$ cat src/rtl/imem_loader_pkg.sv
// Shared types for the instruction-memory loader: FSM states and the
// instruction size in bytes.
package imem_loader_pkg;

    typedef enum logic [2:0] {
        ST_IDLE,
        ST_LO,
        ST_HI,
        ST_WRITE,
        ST_DONE,
        ST_ERR
    } state_e;

    localparam int INSTR_BYTES = 2;

endpackage

$ cat src/rtl/imem_loader.sv
// Instruction-memory loader: packs a byte stream little-endian into 16-bit
// words, writes them at consecutive even addresses and holds fetch meanwhile.
module imem_loader
    import imem_loader_pkg::*;
#(
    parameter int ADDR_W  = 8,
    parameter int INSTR_W = 16
) (
    input  logic               clk,
    input  logic               rst,
    input  logic               start,
    input  logic [ADDR_W-1:0]  base_addr,
    input  logic [ADDR_W-1:0]  word_count,
    input  logic               in_valid,
    input  logic [7:0]         in_data,
    output logic               in_ready,
    output logic               mem_we,
    output logic [ADDR_W-1:0]  mem_addr,
    output logic [INSTR_W-1:0] mem_wdata,
    output logic               busy,
    output logic               fetch_hold,
    output logic               done,
    output logic               err,
    output logic [INSTR_W-1:0] checksum
);

    // Size of the address space, one bit wider than an address.
    localparam logic [ADDR_W:0] SPAN = {1'b1, {ADDR_W{1'b0}}};

    state_e              state_q, state_d;
    logic [ADDR_W-1:0]   addr_q, addr_d;
    logic [ADDR_W-1:0]   remaining_q, remaining_d;
    logic [7:0]          lo_q, lo_d;
    logic [ADDR_W-1:0]   mem_addr_q, mem_addr_d;
    logic [INSTR_W-1:0]  mem_wdata_q, mem_wdata_d;
    logic [INSTR_W-1:0]  checksum_q, checksum_d;
    logic                mem_we_q, mem_we_d;
    logic                in_ready_q, in_ready_d;
    logic                busy_q, busy_d;
    logic                done_q, done_d;
    logic                err_q, err_d;

    logic [ADDR_W:0]     room;
    logic                too_long;
    logic [INSTR_W-1:0]  word;

    // Words that fit between base_addr and the top of memory without wrapping.
    assign room     = (SPAN - {1'b0, base_addr}) >> 1;
    assign too_long = {1'b0, word_count} > room;
    assign word     = {in_data, lo_q};

    always_comb begin
        state_d     = state_q;
        addr_d      = addr_q;
        remaining_d = remaining_q;
        lo_d        = lo_q;
        mem_addr_d  = mem_addr_q;
        mem_wdata_d = mem_wdata_q;
        checksum_d  = checksum_q;

        unique case (state_q)
            ST_IDLE: begin
                if (start) begin
                    addr_d      = base_addr;
                    remaining_d = word_count;
                    checksum_d  = '0;
                    if (base_addr[0])
                        state_d = ST_ERR;
                    else if (word_count == '0)
                        state_d = ST_DONE;
                    else if (too_long)
                        state_d = ST_ERR;
                    else
                        state_d = ST_LO;
                end
            end
            ST_LO: begin
                if (in_valid) begin
                    lo_d    = in_data;
                    state_d = ST_HI;
                end
            end
            ST_HI: begin
                // The write-cycle outputs are prepared here so that they are
                // registered and present throughout the WRITE cycle.
                if (in_valid) begin
                    mem_addr_d  = addr_q;
                    mem_wdata_d = word;
                    checksum_d  = checksum_q + word;
                    addr_d      = addr_q + ADDR_W'(INSTR_BYTES);
                    remaining_d = remaining_q - ADDR_W'(1);
                    state_d     = ST_WRITE;
                end
            end
            ST_WRITE: begin
                state_d = (remaining_q == '0) ? ST_DONE : ST_LO;
            end
            ST_DONE: state_d = ST_IDLE;
            ST_ERR:  state_d = ST_IDLE;
            default: state_d = ST_IDLE;
        endcase

        // Status outputs are decoded from the next state so they line up with it.
        mem_we_d   = (state_d == ST_WRITE);
        in_ready_d = (state_d == ST_LO) || (state_d == ST_HI);
        busy_d     = (state_d != ST_IDLE);
        done_d     = (state_d == ST_DONE);
        err_d      = (state_d == ST_ERR);
    end

    always_ff @(posedge clk) begin
        if (rst) begin
            state_q     <= ST_IDLE;
            addr_q      <= '0;
            remaining_q <= '0;
            lo_q        <= '0;
            mem_addr_q  <= '0;
            mem_wdata_q <= '0;
            checksum_q  <= '0;
            mem_we_q    <= 1'b0;
            in_ready_q  <= 1'b0;
            busy_q      <= 1'b0;
            done_q      <= 1'b0;
            err_q       <= 1'b0;
        end else begin
            state_q     <= state_d;
            addr_q      <= addr_d;
            remaining_q <= remaining_d;
            lo_q        <= lo_d;
            mem_addr_q  <= mem_addr_d;
            mem_wdata_q <= mem_wdata_d;
            checksum_q  <= checksum_d;
            mem_we_q    <= mem_we_d;
            in_ready_q  <= in_ready_d;
            busy_q      <= busy_d;
            done_q      <= done_d;
            err_q       <= err_d;
        end
    end

    assign in_ready   = in_ready_q;
    assign mem_we     = mem_we_q;
    assign mem_addr   = mem_addr_q;
    assign mem_wdata  = mem_wdata_q;
    assign busy       = busy_q;
    assign fetch_hold = busy_q;
    assign done       = done_q;
    assign err        = err_q;
    assign checksum   = checksum_q;

endmodule

$ cat config.mk
export PLATFORM = sky130hd
export DESIGN_NAME = imem_loader
export DESIGN_NICKNAME = d
export VERILOG_FILES = /design/src/rtl/imem_loader_pkg.sv /design/src/rtl/imem_loader.sv
export SDC_FILE = /design/constraint.sdc
export NUM_CORES = 1
export LEC_CHECK = 0
export ABC_AREA = 1
export CAP_MARGIN = 10
export CORE_MARGIN = 3
export CORE_UTILIZATION = 25
export DETAILED_ROUTE_END_ITERATION = 10
export GPL_TIMING_DRIVEN = 0
export SYNTH_ARGS = -nofsm -noshare
export SYNTH_HDL_FRONTEND = slang
export SYNTH_SLANG_ARGS = --single-unit
$ cat constraint.sdc
create_clock -name clk -period 4.9 [get_ports clk]
set_clock_uncertainty 0.05 [all_clocks]
set_input_delay 1.225 -clock clk [delete_from_list [all_inputs] [get_ports clk]]
set_output_delay 1.225 -clock clk [all_outputs]
set_load 0.03 [all_outputs]
==> impl_metrics.csv <==
group,metric,value,unit
floorplan,die_y,134,microns
synth,synth_nets,654,
floorplan,num_rows,46,
global_routing,antenna_found_initial,0,
floorplan,ios,74,
detailed_routing,ant_nets,0,
synth,avgSynthCellArea,6.81,sq um
critical_path,worstSetupPathType,"input pin to flop",
final_layout,final_common_cell,"nand2_1",
synth,synthArstFlopShare,0,
synth,synthesis.area,0.00408,sq mm
synth,synth_flop_cell,"dfxtp_1",
detailed_routing,dr_total_vias,4045,
sta,worst_slew_pin_slew,0.622,ns
critical_path,path_cells,"clkdlybuf4s50_1, nor3_1, nand3_1, nor3_1, xor2_1, ha_1, nand2_1, nor2_1, nand4_1, nand2_1, nand2_1, nand2_1, nand2_1, nand2_1, nand2_1",
synth,synth_edf_count,0,
clock_network,cts_hold_buffers,0,
synth,synth_seq_cells,72,
final_layout,final_area,0.00541,sq mm
sta,period_needed,3.46,ns
clock_network,clock-sinks,72,
floorplan,chipWidth,134,microns
detailed_routing,drc,0,
critical_path,slowest_stage,"clkdlybuf4s50_1",
critical_path,critical_path_buf_inv_count,1,
clock_network,cts_tree,"built",
synth,synth_compound_area_frac,0.167,
clock_network,clock_latency,0.34,ns
global_routing,grt-ovfl-total,0,
sta,setup_ws,1.44,ns
placement,dp_worst_setup_slack,1.10,ns
status,outcome,"finished clean",
critical_path,start_kind,"input pin",
synth,synth.area.top_cells,"dfxtp_1 35%, nand2_1 13%, ha_1 8.0%",
floorplan,initial_core_util,0.256,
detailed_routing,drt-initial-drc-count,230,
clock_network,clkTransAtPathRegs,0.06,ns
sta,report.final.slew_viol_count,0,
global_routing,track_usage,0.140,
final_layout,multiInputGateArea,0.00226,sq mm
synth,syn_inst,599,
synth,yosysSeqAreaShare,0.353,
placement,io_buffer_count,73,
sta,setup_viol_count_final,0,
final_layout,nets,738,
sta,rsz0062_at_grt,"false",
synth,synth_cell_type_count,35,
final_layout,num_antenna_cells,0,
final_layout,final_cell_mix,"143 x nand2_1, 73 x clkdlybuf4s50_1, 72 x dfxtp_1",
final_layout,seqCellArea,0.00144,sq mm
global_routing,grt_pass1_vias,3850,
clock_network,cts_buffers,9,
power_and_ir_drop,ir_drop,144,uV
synth,synth_xor_area_frac,0.0365,
hold_path,holdCritPathClass,"flop to flop",
final_layout,nFillCells,1734,
critical_path,cp.required,5.08,ns
placement,dpl.hpwl,9530,microns
sta,finalCritPeriodShare,0.705,
power_and_ir_drop,power_leakage,0.00239,uW
placement,gp_congestion,0.862,
critical_path,critPathMaxFanout,4,
synth,yosys_warnings,0,
clock_network,root_buffer,"clkbuf_16",
critical_path,critPathCaptureType,"flop",
clock_network,cts_max_level,3,
critical_path,crit_family,"simple AND/OR/NAND/NOR gates",
detailed_routing,wl,12300,microns
clock_network,postCtsSetupBuffers,0,
clock_network,cts_buffer_depth,2,
job,maxCapViolations,0,
sta,finalSetupTns,0,ns
synth,yosysTopAreaCell,"dfxtp_1",
global_routing,grt_pass1_wl,20000,microns
critical_path,cpMostUsedCell,"nand2_1",
final_layout,layout-drive-gt1-share,0.0552,
synth,yosys.area_share.simple,0.266,
final_layout,area_growth,32.7,%
sta,max_freq,289,MHz
sta,whs,0.426,ns
power_and_ir_drop,powerDensity,322,mW/mm^2
placement,placed_cell_area,0.00508,sq mm
critical_path,cpPeakStageDelay,0.49,ns
clock_network,cts_resized,0,
detailed_routing,drt_pre_antenna_iters,5,
synth,synth_top_area_frac,0.353,
floorplan,design.core.area,0.0159,sq mm
power_and_ir_drop,p_total,1740,uW
sta,max_slew_margin,0.586,
global_routing,grt_max_degree,13,
floorplan,die_area,0.0179,sq mm
critical_path,critPathArrivalTime,3.63,ns
synth,synthAdderAreaFrac,0.0847,
detailed_routing,via_per_inst,4.47,
synth,synth_top_family_by_area,"simple AND/OR/NAND/NOR gates",
detailed_routing,drt-wirelength-per-cell,13.6,microns
synth,synth.mux.area_fraction,0,
sta,hold_viol,0,
==> state kept, by name (all words and copies together) (netlist names) <==
name and count:
busy 1, mem_wdata 16, done 1, err 1
mem_addr 8, checksum 16, state_q 3, mem_we 1
lo_q 8, remaining_q 8, addr_q 8, in_ready 1
==> tightest hold or removal path: stages (launching register included) <==
cell	delay [ns]
dfxtp_1	0.31
nand2_1	0.06
a21oi_1	0.06
==> per-layer routing <==
metal | share of wire | GRT usage
met1 | 0.46 | 0.182
met2 | 0.48 | 0.234
met3 | 0.041 | 0.0313
met4 | 0.018 | 0.0400
met5 | 0 | 0
==> cell type report <==
type / instances / area share
inverters: 72 / 0.0499
clock inverters: 4 / 0.0141
repair buffers: 73 / 0.135
well taps: 216 / 0.0499
multi-input cells: 433 / 0.417
flip-flops and latches: 72 / 0.266
plain buffers: 22 / 0.0203
clock buffers: 12 / 0.0474
==> power breakdown <==
part           switching [uW]  internal, uW
clock network             264           475
registers                35.4           627
logic                     205           134
total                     504          1240
==> through the flow <==
step | util | std cells
floorplan | - | 599
global placement | 0.319 | 888
detailed placement | 0.319 | 888
CTS | 0.340 | 904
global route | 0.340 | 904
finish | 0.340 | 904
==> synthesized netlist by cell type, types with 3 or more instances <==
library cell / n
nand3_1: 28
clkbuf_1: 9
nand2_1: 143
nand3b_1: 3
xnor2_1: 6
xor2_1: 11
buf_2: 9
nand4_1: 5
nor3_1: 7
nor2_1: 65
a21oi_1: 56
dfxtp_1: 72
a31oi_1: 6
ha_1: 26
o21ai_0: 59
inv_1: 71
==> path summary, 6_finish.rpt <==
kind / startpoint / end / slack [ns] / cells past startpoint
min: addr_q[0] / addr_q[0] / 0.43 / 2
max: base_addr[2] / busy / 1.44 / 15
min reg2reg: addr_q[0] / addr_q[0] / 0.43 / 2
max reg2reg: checksum[0] / checksum[8] / 3.03 / 9
==> cell families (layout without fill, tap and decap cells) <==
group	after synthesis	after routing
buf+inv	94	183
fa+ha+maj	27	27
simple gates	259	259
flops	72	72
xor+xnor	17	17
compound gates	130	130
Power figures use the tool's default switching activity.
